## src/rtl/inst_axi_rd_bridge.sv

```systemverilog
// -----------------------------------------------------------------------------
// inst_axi_rd_bridge
//   Instruction-side fetch bridge. Converts the SRAM-like fetch handshake
//   (req / addr_ok / data_ok) used by if_stage into a single-beat AXI read
//   master (AR and R channels only).
//
//   - Up to MAX_OUT fetches may be accepted but not yet returned.
//   - An exception flush (ws_handle_ex) marks every fetch still in flight as
//     stale; their R beats are consumed silently so if_stage never sees them.
//
// Ports
//   clk, reset                     clock, synchronous active-high reset
//   inst_sram_req/wr/size/addr     fetch request from if_stage (wr must be 0)
//   inst_sram_wstrb/wdata          unused (read-only port)
//   inst_sram_addrok               request accepted this cycle
//   inst_sram_dataok/rdata         fetched instruction valid this cycle
//   ws_handle_ex                   flush: discard all in-flight fetches
//   ar*                            AXI read-address channel (master side)
//   rid/rdata/rresp/rlast/rvalid   AXI read-data channel (rid/rresp/rlast ignored)
//   rready                         always 1; if_stage buffers the data itself
// -----------------------------------------------------------------------------

// Protocol checker: an R beat may only arrive while a fetch is outstanding.
module inst_axi_rd_bridge_chk (
    input  logic       clk,
    input  logic       reset,
    input  logic       r_fire,
    input  logic [1:0] out_cnt
);

    // No R beat is legal when nothing has been requested.
    a_no_orphan_r : assert property (@(posedge clk) disable iff (reset)
        r_fire |-> (out_cnt != 2'd0));

endmodule

module inst_axi_rd_bridge #(
    parameter logic [3:0] AR_ID   = 4'd0,
    parameter int         MAX_OUT = 2
) (
    input  logic        clk,
    input  logic        reset,

    input  logic        inst_sram_req,
    input  logic        inst_sram_wr,
    input  logic [1:0]  inst_sram_size,
    input  logic [31:0] inst_sram_addr,
    input  logic [3:0]  inst_sram_wstrb,
    input  logic [31:0] inst_sram_wdata,
    output logic        inst_sram_addrok,
    output logic        inst_sram_dataok,
    output logic [31:0] inst_sram_rdata,

    input  logic        ws_handle_ex,

    output logic [3:0]  arid,
    output logic [31:0] araddr,
    output logic [7:0]  arlen,
    output logic [2:0]  arsize,
    output logic [1:0]  arburst,
    output logic [1:0]  arlock,
    output logic [3:0]  arcache,
    output logic [2:0]  arprot,
    output logic        arvalid,
    input  logic        arready,

    input  logic [3:0]  rid,
    input  logic [31:0] rdata,
    input  logic [1:0]  rresp,
    input  logic        rlast,
    input  logic        rvalid,
    output logic        rready
);

    localparam logic [1:0] MAX_OUT_C = 2'(MAX_OUT);

    typedef enum logic [0:0] {
        AR_IDLE = 1'b0,
        AR_SEND = 1'b1
    } ar_state_t;

    ar_state_t   state_r;
    ar_state_t   state_nxt_s;
    logic [1:0]  out_cnt_r;
    logic [1:0]  out_cnt_nxt_s;
    logic [1:0]  drop_cnt_r;
    logic [1:0]  drop_cnt_nxt_s;
    logic [31:0] araddr_r;
    logic [2:0]  arsize_r;
    logic        addr_ok_s;
    logic        r_fire_s;
    logic        unused_s;

    // Read-only port: write payload, RID, RRESP and RLAST carry no information here.
    assign unused_s = ^{inst_sram_wstrb, inst_sram_wdata, rid, rresp, rlast};

    // Acceptance is combinational so a request can be taken in the cycle it appears;
    // reset gates it so nothing is accepted while state is being cleared.
    assign addr_ok_s = (state_r == AR_IDLE) & inst_sram_req & ~inst_sram_wr
                     & (out_cnt_r < MAX_OUT_C) & ~reset;
    assign r_fire_s  = rvalid & rready;

    // Fetch-side outputs.
    assign inst_sram_addrok = addr_ok_s;
    assign inst_sram_dataok = rvalid & (drop_cnt_r == 2'd0) & ~ws_handle_ex;
    assign inst_sram_rdata  = rdata;

    // AXI AR channel: single-beat incrementing reads with a fixed ID.
    assign arid    = AR_ID;
    assign araddr  = araddr_r;
    assign arlen   = 8'd0;
    assign arsize  = arsize_r;
    assign arburst = 2'b01;
    assign arlock  = 2'b00;
    assign arcache = 4'd0;
    assign arprot  = 3'd0;
    assign arvalid = (state_r == AR_SEND);
    assign rready  = 1'b1;

    // AR FSM next state: arvalid is held until the handshake, flush or not.
    always_comb begin
        state_nxt_s = state_r;
        case (state_r)
            AR_IDLE: begin
                if (addr_ok_s) begin
                    state_nxt_s = AR_SEND;
                end else begin
                    state_nxt_s = AR_IDLE;
                end
            end
            AR_SEND: begin
                if (arready) begin
                    state_nxt_s = AR_IDLE;
                end else begin
                    state_nxt_s = AR_SEND;
                end
            end
            default: state_nxt_s = AR_IDLE;
        endcase
    end

    // Outstanding-fetch count: simultaneous accept and return cancel out.
    always_comb begin
        out_cnt_nxt_s = out_cnt_r;
        case ({addr_ok_s, r_fire_s})
            2'b10: out_cnt_nxt_s = out_cnt_r + 2'd1;
            2'b01: begin
                // An orphan beat is flagged by the checker; saturate rather than wrap.
                if (out_cnt_r != 2'd0) begin
                    out_cnt_nxt_s = out_cnt_r - 2'd1;
                end else begin
                    out_cnt_nxt_s = 2'd0;
                end
            end
            default: out_cnt_nxt_s = out_cnt_r;
        endcase
    end

    // Drop count: a flush snapshots everything still unreturned after this cycle
    // (a fresh flush replaces, never adds to, the previous count).
    always_comb begin
        drop_cnt_nxt_s = drop_cnt_r;
        if (ws_handle_ex) begin
            drop_cnt_nxt_s = out_cnt_nxt_s;
        end else if (r_fire_s && (drop_cnt_r != 2'd0)) begin
            drop_cnt_nxt_s = drop_cnt_r - 2'd1;
        end else begin
            drop_cnt_nxt_s = drop_cnt_r;
        end
    end

    // State, counter and AR payload registers.
    always_ff @(posedge clk) begin
        if (reset) begin
            state_r    <= AR_IDLE;
            out_cnt_r  <= 2'd0;
            drop_cnt_r <= 2'd0;
            araddr_r   <= 32'd0;
            arsize_r   <= 3'd0;
        end else begin
            state_r    <= state_nxt_s;
            out_cnt_r  <= out_cnt_nxt_s;
            drop_cnt_r <= drop_cnt_nxt_s;
            if (addr_ok_s) begin
                araddr_r <= inst_sram_addr;
                arsize_r <= {1'b0, inst_sram_size};
            end
        end
    end

    inst_axi_rd_bridge_chk u_chk (
        .clk     (clk),
        .reset   (reset),
        .r_fire  (r_fire_s),
        .out_cnt (out_cnt_r)
    );

endmodule

```

## config.mk

```make
export PLATFORM = sky130hd
export DESIGN_NAME = inst_axi_rd_bridge
export DESIGN_NICKNAME = d
export VERILOG_FILES = /design/src/rtl/inst_axi_rd_bridge.sv
export SDC_FILE = /design/constraint.sdc
export NUM_CORES = 1
export LEC_CHECK = 0
export ABC_AREA = 0
export ABC_CLOCK_PERIOD_IN_PS = 3200
export CORE_ASPECT_RATIO = 0.9
export CORE_MARGIN = 2
export CORE_UTILIZATION = 30
export CTS_CLUSTER_DIAMETER = 40
export DETAILED_ROUTE_END_ITERATION = 6
export HOLD_SLACK_MARGIN = 0.15
export MAX_ROUTING_LAYER = met4
export PLACE_DENSITY = 0.82
export SLEW_MARGIN = 40
export SYNTH_ARGS = -nofsm -noshare
export SYNTH_HDL_FRONTEND = slang
export SYNTH_SLANG_ARGS = --single-unit
export TNS_END_PERCENT = 20
```

## constraint.sdc

```tcl
create_clock -name clk -period 3.2 [get_ports clk]
set_clock_uncertainty 0.05 [all_clocks]
set_input_delay 0.64 -clock clk [delete_from_list [all_inputs] [get_ports clk]]
set_output_delay 0.64 -clock clk [all_outputs]
set_load 0.005 [all_outputs]
```

== Word-level counts from Yosys, hierarchy flattened ==
Cells that the tools add are included.

* Bits of input ports: 116
* Bits in writable memories: 0
* Memories kept: 0
* Latch bits: 0
* Word-level logic and storage cells: 33
* ROM bits: 0
* Register bits: 39

* Reduce and logical (&&, ||, !) cells: 5
* $mul: 0
* Mux-type cells: 7
* Add/subtract/negate cells: 3
* Eq/ne operators: 2
* Div/mod/pow operators: 0
* Shift operators: 0
* Bitwise operators: 10
* Magnitude comparators: 1

{| class="wikitable"
|+ Operators by type and width
! kind !! count
|-
| $and A1 B1 Y1 || 6
|-
| $mux W2 || 3
|-
| $reduce_bool A2 Y1 || 3
|-
| $not A1 Y1 || 4
|-
| $pmux W2 S2 || 1
|-
| $sub A2 B1 Y2 const B || 2
|-
| $add A2 B1 Y2 const B || 1
|-
| $eq A2 B1 Y1 const B || 1
|-
| $eq A2 B2 Y1 const B || 1
|-
| $logic_not A2 Y1 || 1
|-
| $lt A2 B2 Y1 const B || 1
|-
| $mux W1 || 2
|-
| $pmux W1 S2 || 1
|-
| $logic_and A1 B1 Y1 || 1
|}

== Logic depth before layout (Yosys ltp) ==
* Depth after elaboration: 8
* Depth in mapped cells: 7

== Worst setup path before layout ==
No wires, ideal clock.

* Path kind: input-to-reg
* Start: in reset
* End: reg drop_cnt_r[0]
* Setup slack: 883 ps
* Cell stages on the path: 6
* Data arrival time: 2135 ps
* Setup time: 132 ps
* Path through: nor4_4 -> buf_6 -> inv_1 -> ha_1 -> a221oi_1 -> o32ai_1

* Word-level cells in the longest chain between the ends: 5

{| class="wikitable"
|+ RTL lines
! what !! RTL line !! source
|-
| from (decl) || 42 || <nowiki>input logic reset,</nowiki>
|-
| $not A1 Y1 (*) || 100 || <nowiki>& (out_cnt_r < MAX_OUT_C) & ~reset;</nowiki>
|-
| $and A1 B1 Y1 (*) || 100 ||
|-
| via inst_sram_addrok || 50 || <nowiki>output logic inst_sram_addrok,</nowiki>
|-
| $eq A2 B1 Y1 or $eq A2 B2 Y1 (tied branches) || 145 || <nowiki>case ({addr_ok_s, r_fire_s})</nowiki>
|-
| $pmux W2 S2 (*) || 145 ||
|-
| $mux W2 (*) || 163 || <nowiki>if (ws_handle_ex) begin</nowiki>
|-
| to (signal assigned) || 183 || <nowiki>drop_cnt_r <= drop_cnt_nxt_s;</nowiki>
|-
| to (decl) || 86 || <nowiki>logic [1:0] drop_cnt_r;</nowiki>
|}

The timed path passes the listed nets; every way through them passes the cells marked *.
A chain may end at the register's enable or synchronous reset.

== Worst setup path after layout ==
* Start: in reset
* End: out inst_sram_addrok

* Word-level cells in the longest chain between the ends: 2

{| class="wikitable"
|+ RTL lines
! what !! RTL line
|-
| $not A1 Y1 || 100
|-
| $and A1 B1 Y1 || 100
|-
| to (decl) || 50
|}

No other way between the ends.

==> flow_summary.yaml <==
status:
  outcome: "completed"
synthesis:
  ys_top_cells_by_area: "dfxtp_1 (37%), buf_4 (20%), mux2_2 (18%), nor2b_1 (7.1%), and2b_1 (4.6%)"
  ys_ff_latch: 39
  ys_types: 21
  synth_area_leader_cell: "dfxtp_1"
  ys_warn_count: 0
  ys_seq_area_share_pct: 37.1
  netlist_area_sq_um: 2100
  avgSynthCellArea_sq_um: 10.4
  synth_top_area_share_pct: 37.1
  netlist_instances: 202
worst_setup_path:
  crit_path_top_delay_cell: "clkdlybuf4s50_1"
  startpoint_type: "primary input"
  ff2ff_path_depth: 6
  path_cells: "clkdlybuf4s50_1, nor4_4, clkdlybuf4s50_1"
  crit_path_max_incr_delay_ns: 0.58
  required_ns: 2.51
  crit_path_end_kind: "output port"
  r2r-end: "drop_cnt_r[0]$_SDFFE_PP0P_"
  arrival_ns: 1.99
  crit_top_cell: "clkdlybuf4s50_1"
  reg2reg_slack_ns: 1.22
  r2r-start: "out_cnt_r[1]$_SDFF_PP0_"
  crit_fanout: 3
  crit_type: "in -> out"
placed_design:
  routabilityCongestion: 0.778
  portBuffers: 77
  dpl.hpwl_um: 3200
  dpl_cell_area_sq_um: 2610
clock_network:
  tritoncts: "yes"
  postCtsHoldBufs: 0
  numClockSinks: 39
  cts-buffers-inserted: 5
  clk_pin_slew_ns: 0.08
  htreeDepth: 2
  clock_path_buffers: 2
  cts_resized: 0
  insertion_delay_ns: 0.29
  root_buffer: "clkbuf_8"
  cts_setup_buffers: 0
layout:
  final_cell_mix: "clkdlybuf4s50_1 (77), dfxtp_1 (39), mux2_2 (33)"
  final_nets: 368
  final_cell_area_sq_um: 2690
  synthToLayoutAreaGrowth_pct: 28.0
  mostFrequentLayoutCell: "clkdlybuf4s50_1"
  n_antenna_cell: 0
  drive_above_1_share_pct: 17.3
sta:
  rsz0062_at_grt: "false"
  maxSlewViolCount: 0
  max_freq_mhz: 373
  setup_violations: 0
  period_minus_slack_ns: 2.68
  post-route-period-util_pct: 83.8
  finalSetupTns_ns: 0
  hold_violations: 0
floorplanning:
  fp.coreArea_sq_um: 6690
  initial_utilization_pct: 31.5
  design.die.area_sq_um: 7700
  row_count: 28
  die_width_um: 92.3
  die_h_um: 83.5
  io_pins: 210
power:
  p_per_area_nw_per_um2: 390
  peakVddDrop_uv: 207
  leakagePower_nw: 1.14
worst_hold_path:
  hold_start: "arvalid$_SDFF_PP0_"
  holdPathEnd: "arvalid$_SDFF_PP0_"
  worstHoldPathType: "reg -> reg"
  holdPathStages: 1
global_routing:
  grt_pass1_vias: 1406
  grtUsageTotal_pct: 11.3
  grt_max_degree: 40
  grt-ovfl-total: 0
  antenna_found_initial: 0
  grt_pass1_wl_um: 6730
drt:
  first_pass_iters: 4
  totalWireLength_um: 4300
  wl_per_cell_um: 12.7
  viasPerCell: 4.17
  via_count: 1408
  remaining_drc_errors: 0
  drt-initial-drc-count: 39
  final_antenna_net_count: 0
job:
  maxCapViolations: 0
## how the worst max path moves through the flow
stage,start,end,slack (ns),cells after the start
after CTS,inst_sram_req,inst_sram_addrok,0.49,4
final,reset,inst_sram_addrok,0.52,3
after global placement,inst_sram_req,drop_cnt_r[0]$_SDFFE_PP0P_,0.48,7
after detailed placement,reset,drop_cnt_r[0]$_SDFFE_PP0P_,0.46,6
after floorplan,reset,drop_cnt_r[0]$_SDFFE_PP0P_,0.88,6
after global routing,inst_sram_req,inst_sram_addrok,0.47,4
## cells in the mapped netlist
library cell  instances
mux2_1                2
ha_1                  5
nor2_1                1
conb_1                2
and2b_1              13
clkbuf_1              4
a221oi_1              2
buf_6                 3
dfxtp_1              39
buf_4                57
o32ai_1               2
nor4_4                1
nor3_1                2
nor3b_1               1
inv_1                 6
a21o_1                1
nor2b_1              24
nand2b_1              2
or2_2                 1
mux2_2               33
xnor2_1               1
## state kept, by name, summed over array words and instances, names as in the netlist
signal and count:
drop_cnt_r 2, araddr 32, out_cnt_r 2, arsize 2, arvalid 1
## power by group
part	leakage (nW)	switching, W	internal (W)	total (W)
Combinational	0.783	0.0000654	0.000134	0.000199
Sequential	0.319	0.0000148	0.000515	0.000530
Clock	0.0422	0.000168	0.000153	0.000321
Total	1.14	0.000248	0.000802	0.00105
## area by class of cell
| class | count | area, sq um |
|---|---|---|
| clock buffer | 7 | 76.3 |
| timing repair buffer | 79 | 786 |
| sequential | 39 | 781 |
| fill | 648 | 4000 |
| inverter | 6 | 22.5 |
| tap | 90 | 113 |
| clock inverter | 1 | 5.00 |
| multi-input combinational | 116 | 911 |
## worst max-delay path: cells and delay by family
family / cells / cell delay [ns]
simple gates: 1 / 0.32
buf+inv: 2 / 1.04
## layer usage
metal	up-vias	track usage (%)	share of wire (%)
met2	109	20.5	50
met4	0	2.99	0.65
met3	5	4.61	11
met1	635	11.2	38
li1	659	-	-
met5	-	-	0
## per-stage QoR
step | utilization (%) | setup WS, ns | hold WS (ns) | std cells | power (W)
after floorplan | - | 0.883 | 0.461 | 225 | 0.000681
after global placement | 39.0 | 0.477 | 0.467 | 330 | 0.000735
after detailed placement | 39.0 | 0.458 | 0.504 | 330 | 0.000741
after CTS | 40.3 | 0.495 | 0.524 | 338 | 0.00108
after global routing | 40.3 | 0.475 | 0.541 | 338 | 0.00112
final | 40.3 | 0.517 | 0.519 | 338 | 0.00105
## cells by family (layout without fill, tap and decap cells)
| family | count (synthesis) | in the layout | synth area share (%) |
|---|---|---|---|
| fa+ha+maj | 5 | 5 | 2.97 |
| mux | 35 | 35 | 18.7 |
| flops | 39 | 39 | 37.1 |
| simple gates | 45 | 45 | 14.7 |
| compound gates | 5 | 5 | 2.02 |
| xor+xnor | 1 | 1 | 0.416 |
| buf+inv | 70 | 93 | 23.7 |
| other cells | 2 | 25 | 0.357 |
Note: power is estimated with default switching activity, not from simulation.
